### src/rtl/alu_issue_stage.sv
// rtl/alu_issue_stage.sv - ALU issue stage: request FIFO, external ALU drive, registered result (optional ALU_ILLEGAL_OP_TRAP_EN)
module alu_issue_stage #(
  parameter int DEPTH = 4,
  parameter int TAG_W = 4
) (
  input  logic                     clk,
  input  logic                     rst,
  input  logic                     in_valid,
  output logic                     in_ready,
  input  logic [2:0]               in_operation,
  input  logic [31:0]              in_left,
  input  logic [31:0]              in_right,
  input  logic [TAG_W-1:0]         in_tag,
  output logic [2:0]               alu_operation,
  output logic [31:0]              alu_left,
  output logic [31:0]              alu_right,
  input  logic [31:0]              alu_result,
  output logic                     out_valid,
  input  logic                     out_ready,
  output logic [31:0]              out_result,
  output logic [TAG_W-1:0]         out_tag,
  output logic [$clog2(DEPTH):0]   count,
  output logic                     illegal_op_seen
);

  localparam int PW = $clog2(DEPTH);
  localparam logic [PW:0] FULL_COUNT = (PW+1)'(DEPTH);

  logic [2:0]       op_mem    [DEPTH];
  logic [31:0]      left_mem  [DEPTH];
  logic [31:0]      right_mem [DEPTH];
  logic [TAG_W-1:0] tag_mem   [DEPTH];

  logic [PW-1:0] wr_ptr_q, wr_ptr_d;
  logic [PW-1:0] rd_ptr_q, rd_ptr_d;
  logic [PW:0]   count_q, count_d;
  logic          out_valid_q, out_valid_d;
  logic [31:0]   out_result_q;
  logic [TAG_W-1:0] out_tag_q;

  logic not_empty;
  logic push;
  logic pop;
  logic head_illegal;
  logic load;

  assign not_empty = (count_q != '0);
  assign in_ready  = (count_q != FULL_COUNT);
  assign push      = in_valid && in_ready;
  assign pop       = not_empty && (!out_valid_q || out_ready);
  // A trapped illegal op leaves the FIFO but never reaches the output register.
  assign load      = pop && !head_illegal;

  assign alu_operation = not_empty ? op_mem[rd_ptr_q]    : 3'd0;
  assign alu_left      = not_empty ? left_mem[rd_ptr_q]  : 32'd0;
  assign alu_right     = not_empty ? right_mem[rd_ptr_q] : 32'd0;

  assign out_valid  = out_valid_q;
  assign out_result = out_result_q;
  assign out_tag    = out_tag_q;
  assign count      = count_q;

`ifdef ALU_ILLEGAL_OP_TRAP_EN
  logic illegal_seen_q;

  assign head_illegal = not_empty && op_mem[rd_ptr_q][2];

  // Sticky flag: set by any trapped pop, cleared only by reset.
  always_ff @(posedge clk or posedge rst) begin
    if (rst) begin
      illegal_seen_q <= 1'b0;
    end else if (pop && head_illegal) begin
      illegal_seen_q <= 1'b1;
    end
  end

  assign illegal_op_seen = illegal_seen_q;
`else
  assign head_illegal    = 1'b0;
  assign illegal_op_seen = 1'b0;
`endif

  // Next-state for pointers, occupancy and output-valid.
  always_comb begin
    wr_ptr_d    = wr_ptr_q;
    rd_ptr_d    = rd_ptr_q;
    count_d     = count_q;
    out_valid_d = out_valid_q;
    if (push) wr_ptr_d = wr_ptr_q + 1'b1;
    if (pop)  rd_ptr_d = rd_ptr_q + 1'b1;
    if (push && !pop) count_d = count_q + 1'b1;
    else if (pop && !push) count_d = count_q - 1'b1;
    if (load) out_valid_d = 1'b1;
    else if (out_valid_q && out_ready) out_valid_d = 1'b0;
  end

  // Payload storage needs no reset: occupancy gates every read.
  always_ff @(posedge clk) begin
    if (push) begin
      op_mem[wr_ptr_q]    <= in_operation;
      left_mem[wr_ptr_q]  <= in_left;
      right_mem[wr_ptr_q] <= in_right;
      tag_mem[wr_ptr_q]   <= in_tag;
    end
  end

  // Control state; reset drops every queued request and any pending result.
  always_ff @(posedge clk or posedge rst) begin
    if (rst) begin
      wr_ptr_q    <= '0;
      rd_ptr_q    <= '0;
      count_q     <= '0;
      out_valid_q <= 1'b0;
    end else begin
      wr_ptr_q    <= wr_ptr_d;
      rd_ptr_q    <= rd_ptr_d;
      count_q     <= count_d;
      out_valid_q <= out_valid_d;
    end
  end

  // Output register captures the ALU result of the popped head.
  always_ff @(posedge clk or posedge rst) begin
    if (rst) begin
      out_result_q <= 32'd0;
      out_tag_q    <= '0;
    end else if (load) begin
      out_result_q <= alu_result;
      out_tag_q    <= tag_mem[rd_ptr_q];
    end
  end

endmodule
### config.mk
export PLATFORM = sky130hd
export DESIGN_NAME = alu_issue_stage
export DESIGN_NICKNAME = d
export VERILOG_FILES = /design/src/rtl/alu_issue_stage.sv
export SDC_FILE = /design/constraint.sdc
export NUM_CORES = 1
export LEC_CHECK = 0
export ABC_AREA = 1
export CORE_MARGIN = 3
export CORE_UTILIZATION = 40
export CTS_CLUSTER_DIAMETER = 30
export CTS_CLUSTER_SIZE = 25
export DETAILED_ROUTE_END_ITERATION = 8
export PLACE_DENSITY = 0.63
export SLEW_MARGIN = 10
export SYNTH_ARGS = -nofsm -noshare
export SYNTH_HDL_FRONTEND = slang
export SYNTH_SLANG_ARGS = --single-unit
### constraint.sdc
create_clock -name clk -period 5.3 [get_ports clk]
set_input_delay 1.06 -clock clk [delete_from_list [all_inputs] [get_ports clk]]
set_output_delay 1.06 -clock clk [all_outputs]
set_load 0.005 [all_outputs]
==> run_summary.xml <==
<?xml version="1.0" encoding="UTF-8"?>
<metrics>
  <group name="run_status">
    <metric name="result_of_the_run" unit="">complete, no violations</metric>
  </group>
  <group name="sta">
    <metric name="post-route-worst-setup-slack" unit="ns">1.09</metric>
    <metric name="relSlewSlack" unit="">0.309</metric>
    <metric name="clock_skew" unit="ns">0.0139</metric>
    <metric name="setup-violations-final" unit="">0</metric>
    <metric name="finalMaxSlewViolations" unit="">0</metric>
    <metric name="finalHoldViolations" unit="">0</metric>
    <metric name="layout_worst_path_cycle_share" unit="">0.795</metric>
    <metric name="rsz0062_at_grt" unit="">no</metric>
    <metric name="tightest_slew" unit="ns">1.04</metric>
    <metric name="fmax" unit="MHz">237</metric>
    <metric name="setup-tns-final" unit="ns">0</metric>
    <metric name="period_minus_slack" unit="ns">4.21</metric>
  </group>
  <group name="routing">
    <metric name="final_wl" unit="um">31900</metric>
    <metric name="initialDrtViolationCount" unit="">535</metric>
    <metric name="route.antenna.remaining_nets" unit="">0</metric>
    <metric name="vias" unit="">9310</metric>
    <metric name="firstDrtPassIters" unit="">5</metric>
    <metric name="routed_via_density" unit="">4.66</metric>
    <metric name="routedWlPerCell" unit="um">16.0</metric>
    <metric name="drt_drc_violations_left" unit="">0</metric>
  </group>
  <group name="pwr">
    <metric name="static-leakage-power" unit="nW">7.74</metric>
    <metric name="vdd_ir_drop_max" unit="mV">0.343</metric>
    <metric name="power-per-cell-area" unit="nW/um^2">627</metric>
    <metric name="power.total" unit="mW">11.5</metric>
  </group>
  <group name="final_layout">
    <metric name="most_common_library_cell_in_the_layout_ignoring_fill_and_taps" unit="">nand2_1</metric>
    <metric name="finalNetCount" unit="">1615</metric>
    <metric name="fill_cells" unit="">2813</metric>
    <metric name="commonest_non_fill_non_tap_cells_in_the_layout" unit="">541 x nand2_1, 284 x edfxtp_1, 214 x clkdlybuf4s50_1</metric>
    <metric name="final_cells" unit="">1998</metric>
    <metric name="antenna_cells_inserted" unit="">0</metric>
    <metric name="post-route-cell-area" unit="sq um">18300</metric>
    <metric name="area_added_between_synthesis_and_finish" unit="%">35.4</metric>
    <metric name="post_route_cells_drive_above_1_share" unit="">0.0816</metric>
  </group>
  <group name="grt">
    <metric name="grt_start_max_net_pins" unit="">74</metric>
    <metric name="grt_most_used_layer" unit="">met2</metric>
    <metric name="grt_antenna_before_repair" unit="">2</metric>
    <metric name="grtUsageMet1" unit="">0.229</metric>
    <metric name="grt_pass1_wl" unit="um">50600</metric>
    <metric name="globalRoute.totalOverflow" unit="">0</metric>
    <metric name="grtUsageMet3" unit="">0.0457</metric>
    <metric name="track_usage" unit="">0.179</metric>
    <metric name="vias_in_the_first_global_route" unit="">9434</metric>
    <metric name="grt_use_met2" unit="">0.298</metric>
  </group>
  <group name="synthesis">
    <metric name="post_synth_num_cell_types" unit="">20</metric>
    <metric name="mappedNetlistArea" unit="sq um">13500</metric>
    <metric name="syn-num-nets" unit="">1375</metric>
    <metric name="ys_seq_elements" unit="">328</metric>
    <metric name="mean_post_synth_cell_area" unit="sq um">10.7</metric>
    <metric name="number_of_cells_produced_by_synthesis" unit="">1262</metric>
    <metric name="yosys_warnings" unit="">0</metric>
    <metric name="synth_sequential_area_ratio" unit="">0.714</metric>
  </group>
  <group name="setup_path">
    <metric name="critical_path_peak_fanout" unit="">69</metric>
    <metric name="worstSetupStartpointType" unit="">flop</metric>
    <metric name="endpoint_kind" unit="">output pin</metric>
    <metric name="arrival" unit="ns">3.15</metric>
    <metric name="crit_type" unit="">reg -&gt; out</metric>
    <metric name="cp_data_required_time" unit="ns">4.24</metric>
  </group>
  <group name="floorplanning">
    <metric name="initial_core_utilization" unit="">0.410</metric>
    <metric name="rows" unit="">66</metric>
    <metric name="design.die.area" unit="sq um">36000</metric>
    <metric name="core_region_area" unit="sq um">32900</metric>
    <metric name="die_y" unit="um">190</metric>
    <metric name="die_x" unit="um">190</metric>
    <metric name="io_pins" unit="">216</metric>
  </group>
  <group name="cts">
    <metric name="cts.path.max_buffers" unit="">3</metric>
    <metric name="ctsRootBufferMaster" unit="">clkbuf_16</metric>
    <metric name="htree_levels" unit="">3</metric>
    <metric name="inserted_clock_buffers" unit="">68</metric>
    <metric name="clk_pin_slew" unit="ns">0.04</metric>
    <metric name="hold_buffers" unit="">0</metric>
    <metric name="post-cts-setup-buffer-count" unit="">0</metric>
    <metric name="clock_tree_from_tritoncts" unit="">built</metric>
    <metric name="clock_latency_of_the_later_clocked_register_in_the_worst_skew_pair" unit="ns">0.54</metric>
    <metric name="post_cts_resized" unit="">0</metric>
    <metric name="clock_sinks" unit="">328</metric>
  </group>
  <group name="placed_design">
    <metric name="numPlacedInstances" unit="">1874</metric>
    <metric name="post_dp_cell_area" unit="sq um">16100</metric>
    <metric name="finalWeightedCongestion" unit="">0.723</metric>
    <metric name="port-buffer-count" unit="">214</metric>
    <metric name="dp.final_hpwl" unit="um">18400</metric>
    <metric name="post-place-ws" unit="ns">1.61</metric>
  </group>
  <group name="run">
    <metric name="cap_violations" unit="">0</metric>
  </group>
  <group name="hold_path">
    <metric name="hold_removal_path_class" unit="">reg -&gt; reg</metric>
  </group>
</metrics>
logic make-up after synthesis:
kind of cell,share of synthesized area
buffers and inverters,0.0705
AO/OA/AOI/OAI,0.0256
XOR/XNOR,0.00325
flip-flops,0.714
AND/OR/NAND/NOR,0.181
other,0.000278
adder cells (fa/ha/maj),0.00612
path summary, 6_finish.rpt:
path | start | endpoint | slack, ns | cells after the start
worst max-delay path | rd_ptr_q[0] | alu_left[25] | 1.09 | 7
worst min-delay path | out_result[30] | out_result[30] | 0.47 | 2
worst max register to register | count[0] | left_mem[3][15] | 2.93 | 5
worst min register to register | out_result[30] | out_result[30] | 0.47 | 2
max in group asynchronous | rst | rd_ptr_q[1] | 3.84 | 3
min in group asynchronous | rst | out_result[17] | 0.98 | 3
sequential cells by signal, indices dropped and copies added, names as in the netlist:
register / flops
count: 3
left_mem: 128
op_mem: 12
out_result: 32
out_tag: 4
out_valid: 1
rd_ptr_q: 2
right_mem: 128
tag_mem: 16
wr_ptr_q: 2
cell usage after synthesis, drive strengths merged:
cell type / number / share of area
nand2: 541 / 0.15
edfxtp: 284 / 0.63
inv: 169 / 0.047
nand3: 78 / 0.029
a21oi: 67 / 0.025
buf: 52 / 0.021
dfrtp: 44 / 0.082
clkbuf: 9 / 0.0025
ha: 5 / 0.0046
nor2: 4 / 0.0011
xor2: 3 / 0.0019
o21ai: 2 / 0.00074
xnor2: 2 / 0.0013
conb: 1 / 0.00028
fa: 1 / 0.0015
where the power goes:
group          switching, mW  internal [mW]
Clock                   1.29           2.72
Sequential             0.226           3.46
Combinational           2.08           1.68
metal layers:
metal  routed length [um]  up-vias
li1                     -     4550
met1                13400     4419
met2                15800      267
met3                 1970       70
met4                  719        4
met5                   24        -
cell type report:
class / instances / area (sq um) / area share
multi-input cells: 704 / 2940 / 0.161
repair buffers: 231 / 2290 / 0.126
clock buffers: 82 / 1780 / 0.0972
flip-flops and latches: 328 / 9640 / 0.527
well taps: 442 / 553 / 0.0303
clock inverters: 42 / 430 / 0.0236
inverters: 169 / 637 / 0.0349
worst max-delay path: stages, from the launching register on:
cell             delay (ns)
dfrtp_4                0.67
inv_4                  0.52
buf_12                 0.34
nand2_1                0.09
nand2_1                0.07
nand2_1                0.05
a21oi_1                0.24
clkdlybuf4s50_1        0.56
per-stage QoR:
step                 util  hold WS [ns]
floorplan               -         0.472
global placement    0.489         0.461
detailed placement  0.489         0.464
CTS                 0.556         0.476
global route        0.556         0.490
finish              0.556         0.472
Power figures use the tool's default switching activity.
